## config.mk

```make
export PLATFORM = sky130hd
export DESIGN_NAME = wb_cmd_arbiter
export DESIGN_NICKNAME = d
export VERILOG_FILES = /design/src/rtl/wb_cmd_arbiter.sv
export SDC_FILE = /design/constraint.sdc
export NUM_CORES = 1
export LEC_CHECK = 0
export CAP_MARGIN = 10
export CORE_ASPECT_RATIO = 2
export CORE_UTILIZATION = 41
export DETAILED_ROUTE_END_ITERATION = 16
export PLACE_DENSITY = 0.91
export SLEW_MARGIN = 20
export SYNTH_ARGS = -nofsm -noshare
export SYNTH_HDL_FRONTEND = slang
export SYNTH_SLANG_ARGS = --single-unit
```

## constraint.sdc

```tcl
create_clock -name clk -period 2.39 [get_ports clk]
set_input_delay 0.3585 -clock clk [delete_from_list [all_inputs] [get_ports clk]]
set_output_delay 0.3585 -clock clk [all_outputs]
set_load 0.01 [all_outputs]
```

## src/rtl/wb_cmd_arbiter.sv

```systemverilog
// Shares one Wishbone command port (cmd_word + o_stb) among NREQ requesters with setup/strobe/gap framing.
// Optional macro WB_ARB_ROUND_ROBIN_EN selects round-robin arbitration; otherwise the lowest index wins.
module wb_cmd_arbiter #(
    parameter int NREQ           = 4,
    parameter int STB_CYCLES     = 2,
    parameter int GAP_CYCLES     = 1,
    parameter int TIMEOUT_CYCLES = 255
) (
    input  logic                 clk,
    input  logic                 rst,
    input  logic [NREQ-1:0]      req,
    input  logic [34*NREQ-1:0]   req_cmd,
    input  logic                 i_ack,
    output logic [NREQ-1:0]      grant,
    output logic [NREQ-1:0]      done,
    output logic                 o_stb,
    output logic [33:0]          cmd_word,
    output logic                 busy,
    output logic                 timeout,
    output logic                 timeout_sticky
);

    localparam int IDX_W  = $clog2(NREQ);
    localparam int STB_W  = $clog2(STB_CYCLES + 1);
    localparam int WAIT_W = $clog2(TIMEOUT_CYCLES + 1);
    localparam int GAP_W  = (GAP_CYCLES > 0) ? $clog2(GAP_CYCLES + 1) : 1;

    typedef enum logic [2:0] {S_IDLE, S_SETUP, S_STB, S_WAIT, S_GAP} state_t;

    state_t              r_state;
    state_t              w_state_next;
    logic [NREQ-1:0]     r_grant;
    logic [NREQ-1:0]     r_done;
    logic                r_o_stb;
    logic [33:0]         r_cmd_word;
    logic                r_busy;
    logic                r_timeout;
    logic                r_timeout_sticky;
    logic                r_ack_seen;
    logic [STB_W-1:0]    r_stb_cnt;
    logic [WAIT_W-1:0]   r_wait_cnt;
    logic [GAP_W-1:0]    r_gap_cnt;

    logic                w_load;
    logic                w_complete;
    logic                w_expire;
    logic                w_ack_any;
    logic                w_wait_last;
    logic [IDX_W-1:0]    w_win_idx;

`ifdef WB_ARB_ROUND_ROBIN_EN
    logic [IDX_W-1:0]    r_rr_ptr;

    // Scan downward so the asserted index closest after the pointer is written last and wins.
    always_comb begin
        w_win_idx = '0;
        for (int i = NREQ - 1; i >= 0; i--) begin
            if (req[(int'(r_rr_ptr) + i) % NREQ]) begin
                w_win_idx = IDX_W'((int'(r_rr_ptr) + i) % NREQ);
            end
        end
    end

    always_ff @(posedge clk) begin
        if (rst) begin
            r_rr_ptr <= '0;
        end else if (w_load) begin
            r_rr_ptr <= (int'(w_win_idx) == NREQ - 1) ? '0 : w_win_idx + 1'b1;
        end
    end
`else
    always_comb begin
        w_win_idx = '0;
        for (int i = NREQ - 1; i >= 0; i--) begin
            if (req[i]) begin
                w_win_idx = IDX_W'(i);
            end
        end
    end
`endif

    always_ff @(posedge clk) begin
        if (rst) begin
            r_state <= S_IDLE;
        end else begin
            r_state <= w_state_next;
        end
    end

    always_comb begin
        w_state_next = r_state;
        w_load       = 1'b0;
        w_complete   = 1'b0;
        w_expire     = 1'b0;
        w_ack_any    = i_ack | r_ack_seen;
        w_wait_last  = (r_wait_cnt == WAIT_W'(TIMEOUT_CYCLES - 1));
        case (r_state)
            S_IDLE: begin
                if (|req) begin
                    w_load       = 1'b1;
                    w_state_next = S_SETUP;
                end
            end
            S_SETUP: w_state_next = S_STB;
            S_STB: begin
                if (r_stb_cnt == STB_W'(STB_CYCLES - 1)) begin
                    w_state_next = S_WAIT;
                end
            end
            S_WAIT: begin
                // An ack in the expiry cycle wins over the timeout.
                if (w_ack_any || w_wait_last) begin
                    w_complete   = 1'b1;
                    w_expire     = ~w_ack_any;
                    w_state_next = (GAP_CYCLES == 0) ? S_IDLE : S_GAP;
                end
            end
            S_GAP: begin
                if (r_gap_cnt >= GAP_W'(GAP_CYCLES - 1)) begin
                    w_state_next = S_IDLE;
                end
            end
            default: w_state_next = S_IDLE;
        endcase
    end

    always_ff @(posedge clk) begin
        if (rst) begin
            r_grant          <= '0;
            r_done           <= '0;
            r_o_stb          <= 1'b0;
            r_cmd_word       <= '0;
            r_busy           <= 1'b0;
            r_timeout        <= 1'b0;
            r_timeout_sticky <= 1'b0;
            r_ack_seen       <= 1'b0;
            r_stb_cnt        <= '0;
            r_wait_cnt       <= '0;
            r_gap_cnt        <= '0;
        end else begin
            r_o_stb   <= (w_state_next == S_STB);
            r_busy    <= (w_state_next != S_IDLE);
            r_done    <= w_complete ? r_grant : '0;
            r_timeout <= w_expire;
            if (w_expire) begin
                r_timeout_sticky <= 1'b1;
            end
            if (w_load) begin
                r_grant    <= NREQ'(1) << w_win_idx;
                r_cmd_word <= req_cmd[34*int'(w_win_idx) +: 34];
                r_ack_seen <= 1'b0;
            end else begin
                if (w_complete) begin
                    r_grant <= '0;
                end
                if (r_state == S_STB && i_ack) begin
                    r_ack_seen <= 1'b1;
                end
            end
            // Phase counters restart whenever their state is left and saturate at their limit.
            if (r_state == S_STB && w_state_next == S_STB) begin
                if (r_stb_cnt != STB_W'(STB_CYCLES)) r_stb_cnt <= r_stb_cnt + 1'b1;
            end else begin
                r_stb_cnt <= '0;
            end
            if (r_state == S_WAIT && w_state_next == S_WAIT) begin
                if (r_wait_cnt != WAIT_W'(TIMEOUT_CYCLES)) r_wait_cnt <= r_wait_cnt + 1'b1;
            end else begin
                r_wait_cnt <= '0;
            end
            if (r_state == S_GAP && w_state_next == S_GAP) begin
                if (r_gap_cnt != GAP_W'(GAP_CYCLES)) r_gap_cnt <= r_gap_cnt + 1'b1;
            end else begin
                r_gap_cnt <= '0;
            end
        end
    end

    assign grant          = r_grant;
    assign done           = r_done;
    assign o_stb          = r_o_stb;
    assign cmd_word       = r_cmd_word;
    assign busy           = r_busy;
    assign timeout        = r_timeout;
    assign timeout_sticky = r_timeout_sticky;

endmodule

```

==> impl_metrics.tcl <==
set metrics [dict create \
    grt_pass1_vias 3735 \
    cp_max_fo 39 \
    syn2layout_area_growth_pct 72.64 \
    vias_per_cell 5.790 \
    synthTopCellsByArea "dfxtp_1 38%, a222oi_1 9.6%, a22oi_1 7.4%" \
    critPathKind "in2reg" \
    yosysSeqAreaShare_pct 38.40 \
    grt_pass1_wl_um 17950 \
    n_antenna_cell 0 \
    path_cells "clkdlybuf4s50_1 > nor4_2 > nor4_4 > buf_4 > and3_1 > nor3_1" \
    cts_hold_buf 0 \
    postCtsSetupBuffers 0 \
    tightest_slew_ns 0.5652 \
    ir_drop_v 0.0003936 \
    highest_layer "met4" \
    grt-ovfl-total 0 \
    globalRouteTotalUtil_pct 28.85 \
    synthCells 361 \
    critical_path.slowest_cell "clkdlybuf4s50_1" \
    fin_area_sq_um 5400 \
    cts.repair.resized 0 \
    finClkSkew_ns 0.006744 \
    cts.clk_slew.worst_paths_ns 0.05 \
    synth_async_sr_flop_share_pct 0 \
    start_kind "primary input" \
    status "finished clean" \
    cts_tree "done" \
    worstPathRequired_ns 2.63 \
    setup_viol 0 \
    cts_root_buffer "clkbuf_16" \
    coreArea_sq_um 7322 \
    synth_area_leader_cell "dfxtp_1" \
    synth_top_area_share_pct 38.40 \
    cts_buffers 9 \
    synth_area_sq_um 3128 \
    placed_area_sq_um 5111 \
    place.gp.congestion 0.8362 \
    pin_count 189 \
    min_period_over_period_pct 81.72 \
    cpPeakStageDelay_ns 0.57 \
    crit_arrival_ns 2.19 \
    synth_flop_cell "dfxtp_1" \
    wl_met2_um 6209 \
    maxCapViolations 0 \
    drt_iter0_drc 367 \
    slew_viol_final 0 \
    ant_nets 0 \
    synth.distinct_cells 41 \
    via_count 3665 \
    clock-sinks 60 \
    start_util_pct 42.72 \
    clkLatencyLatePin_ns 0.33 \
    post-route-min-period_ns 1.953 \
    dp_hpwl_um 8436 \
    die_w_um 63.76 \
    wl_met1_um 3912 \
    syn_nets 508 \
    synth_warnings 0 \
    synth_edf_count 0 \
    endpoint_kind "flop" \
    die_area_sq_um 8003 \
    drive_gt1_share_pct 8.318 \
    synth-seq-cells 60 \
    grt_max_degree 48 \
    p_per_area_nw_per_um2 635.4 \
    antenna_found_initial 0 \
    rsz0062_at_grt "false" \
    slew_headroom_pct 62.01 \
    rows 44 \
    drc 0 \
    htree_num_levels 3 \
    synth_area_per_cell_sq_um 8.665 \
    drt_wl_total_um 11110 \
    fp.dieH_um 125.5 \
    p_leak_nw 2.018 \
    utilization_pct 73.75 \
    port_buffers 188 \
    fmax_ghz 0.5120 \
    clock_path_buffers 2 \
    drt_pass1_iterations 6 \
    wl_met3_um 641 \
    nFillCells 536 \
    nets 684 \
    hp-class "in2reg" \
    hold_violations 0 \
    detail_route.wl_per_cell_um 17.56 \
    setup-tns-final_ns 0 \
]
[Yosys cell counts, types with 4 or more instances]
master     n
a21oi_1   14
a222oi_1  30
a22oi_1   31
and3_1    32
buf_2      9
clkbuf_1  23
dfxtp_1   60
ha_1       4
inv_1      4
nand2_1   11
nand4_1    4
nor2_1    51
nor3_1    24
nor3_2    11
nor3b_1    6
o21ai_0    5
[cell families after synthesis]
group           count (synthesis)  share of synthesized area, %
compound gates                 94                         23.68
xor+xnor                        5                         1.400
fa+ha+maj                       4                         1.600
buf+inv                        38                         5.280
flops                          60                         38.40
mux                             2                        0.6400
simple gates                  158                         29.00
[flip-flops by register name (all words and copies together), names as in the netlist]
register / cells
busy: 1
cmd_word: 34
done: 4
grant: 4
o_stb: 1
r_ack_seen: 1
r_state: 3
r_stb_cnt: 2
r_wait_cnt: 8
timeout: 1
timeout_sticky: 1
[where the power goes]
part	switching [W]	leakage (nW)	internal (W)
Clock	0.000418	0.145	0.000805
Sequential	0.0000756	0.494	0.00112
Combinational	0.000435	1.38	0.000580
Total	0.000928	2.02	0.00250
[per-layer routing]
| metal | vias to the layer above | track usage (%) |
|---|---|---|
| met1 | 1708 | 30.59 |
| met2 | 186 | 53.32 |
| met3 | 29 | 5.748 |
| li1 | 1742 | - |
| met4 | 0 | 12.17 |
| met5 | - | 0 |
[metrics by stage]
step	setup slack, ns	cells	total power [W]	hold WS (ns)
floorplan	0.8174	361	0.001649	0.4875
global placement	0.2803	618	0.002189	0.4580
detailed placement	0.1495	618	0.002222	0.4807
CTS	0.4364	633	0.003447	0.4172
global route	0.2886	633	0.003587	0.4442
finish	0.4369	633	0.003432	0.4270
[cells in the final DEF (no fill, tap or decap), types with 4 or more instances in the layout]
cell               n
a222oi_1          30
clkbuf_8           4
and3_1            32
o21ai_0            5
nand2_1           11
a22oi_1           31
buf_12             4
nor2_1            51
clkdlybuf4s50_1  187
ha_1               4
a21oi_1           14
nor3_1            24
dfxtp_1           60
clkbuf_16          9
inv_1              4
buf_4              7
nor3b_1            6
nand4_1            4
nor3_2            10
[cell type report]
cell class | count | area [sq um] | area share (%)
Timing Repair Buffer | 199 | 2009 | 37.21
Multi-Input combinational cell | 263 | 1770 | 32.79
Sequential cell | 60 | 1201 | 22.24
Clock buffer | 14 | 284.0 | 5.259
Tap cell | 92 | 115.1 | 2.132
Inverter | 4 | 15.01 | 0.2780
Clock inverter | 1 | 5.005 | 0.09268
[critical path, delay by kind of cell]
kind,cells,cell delay (ns)
buffers and inverters,2,0.83
AND/OR/NAND/NOR,4,1.00
[final timing paths]
path | start | endpoint | slack (ns) | depth (start not counted)
hold / removal | rst | r_state[0]$_SDFF_PP0_ | 0.43 | 3
setup / recovery | req[2] | cmd_word[31]$_SDFFE_PP0P_ | 0.44 | 6
hold reg to reg | cmd_word[11]$_SDFFE_PP0P_ | cmd_word[11]$_SDFFE_PP0P_ | 0.49 | 2
setup reg to reg | r_wait_cnt[5]$_SDFFE_PP0P_ | grant[0]$_SDFFE_PP0P_ | 0.71 | 4
Power figures use the tool's default switching activity.
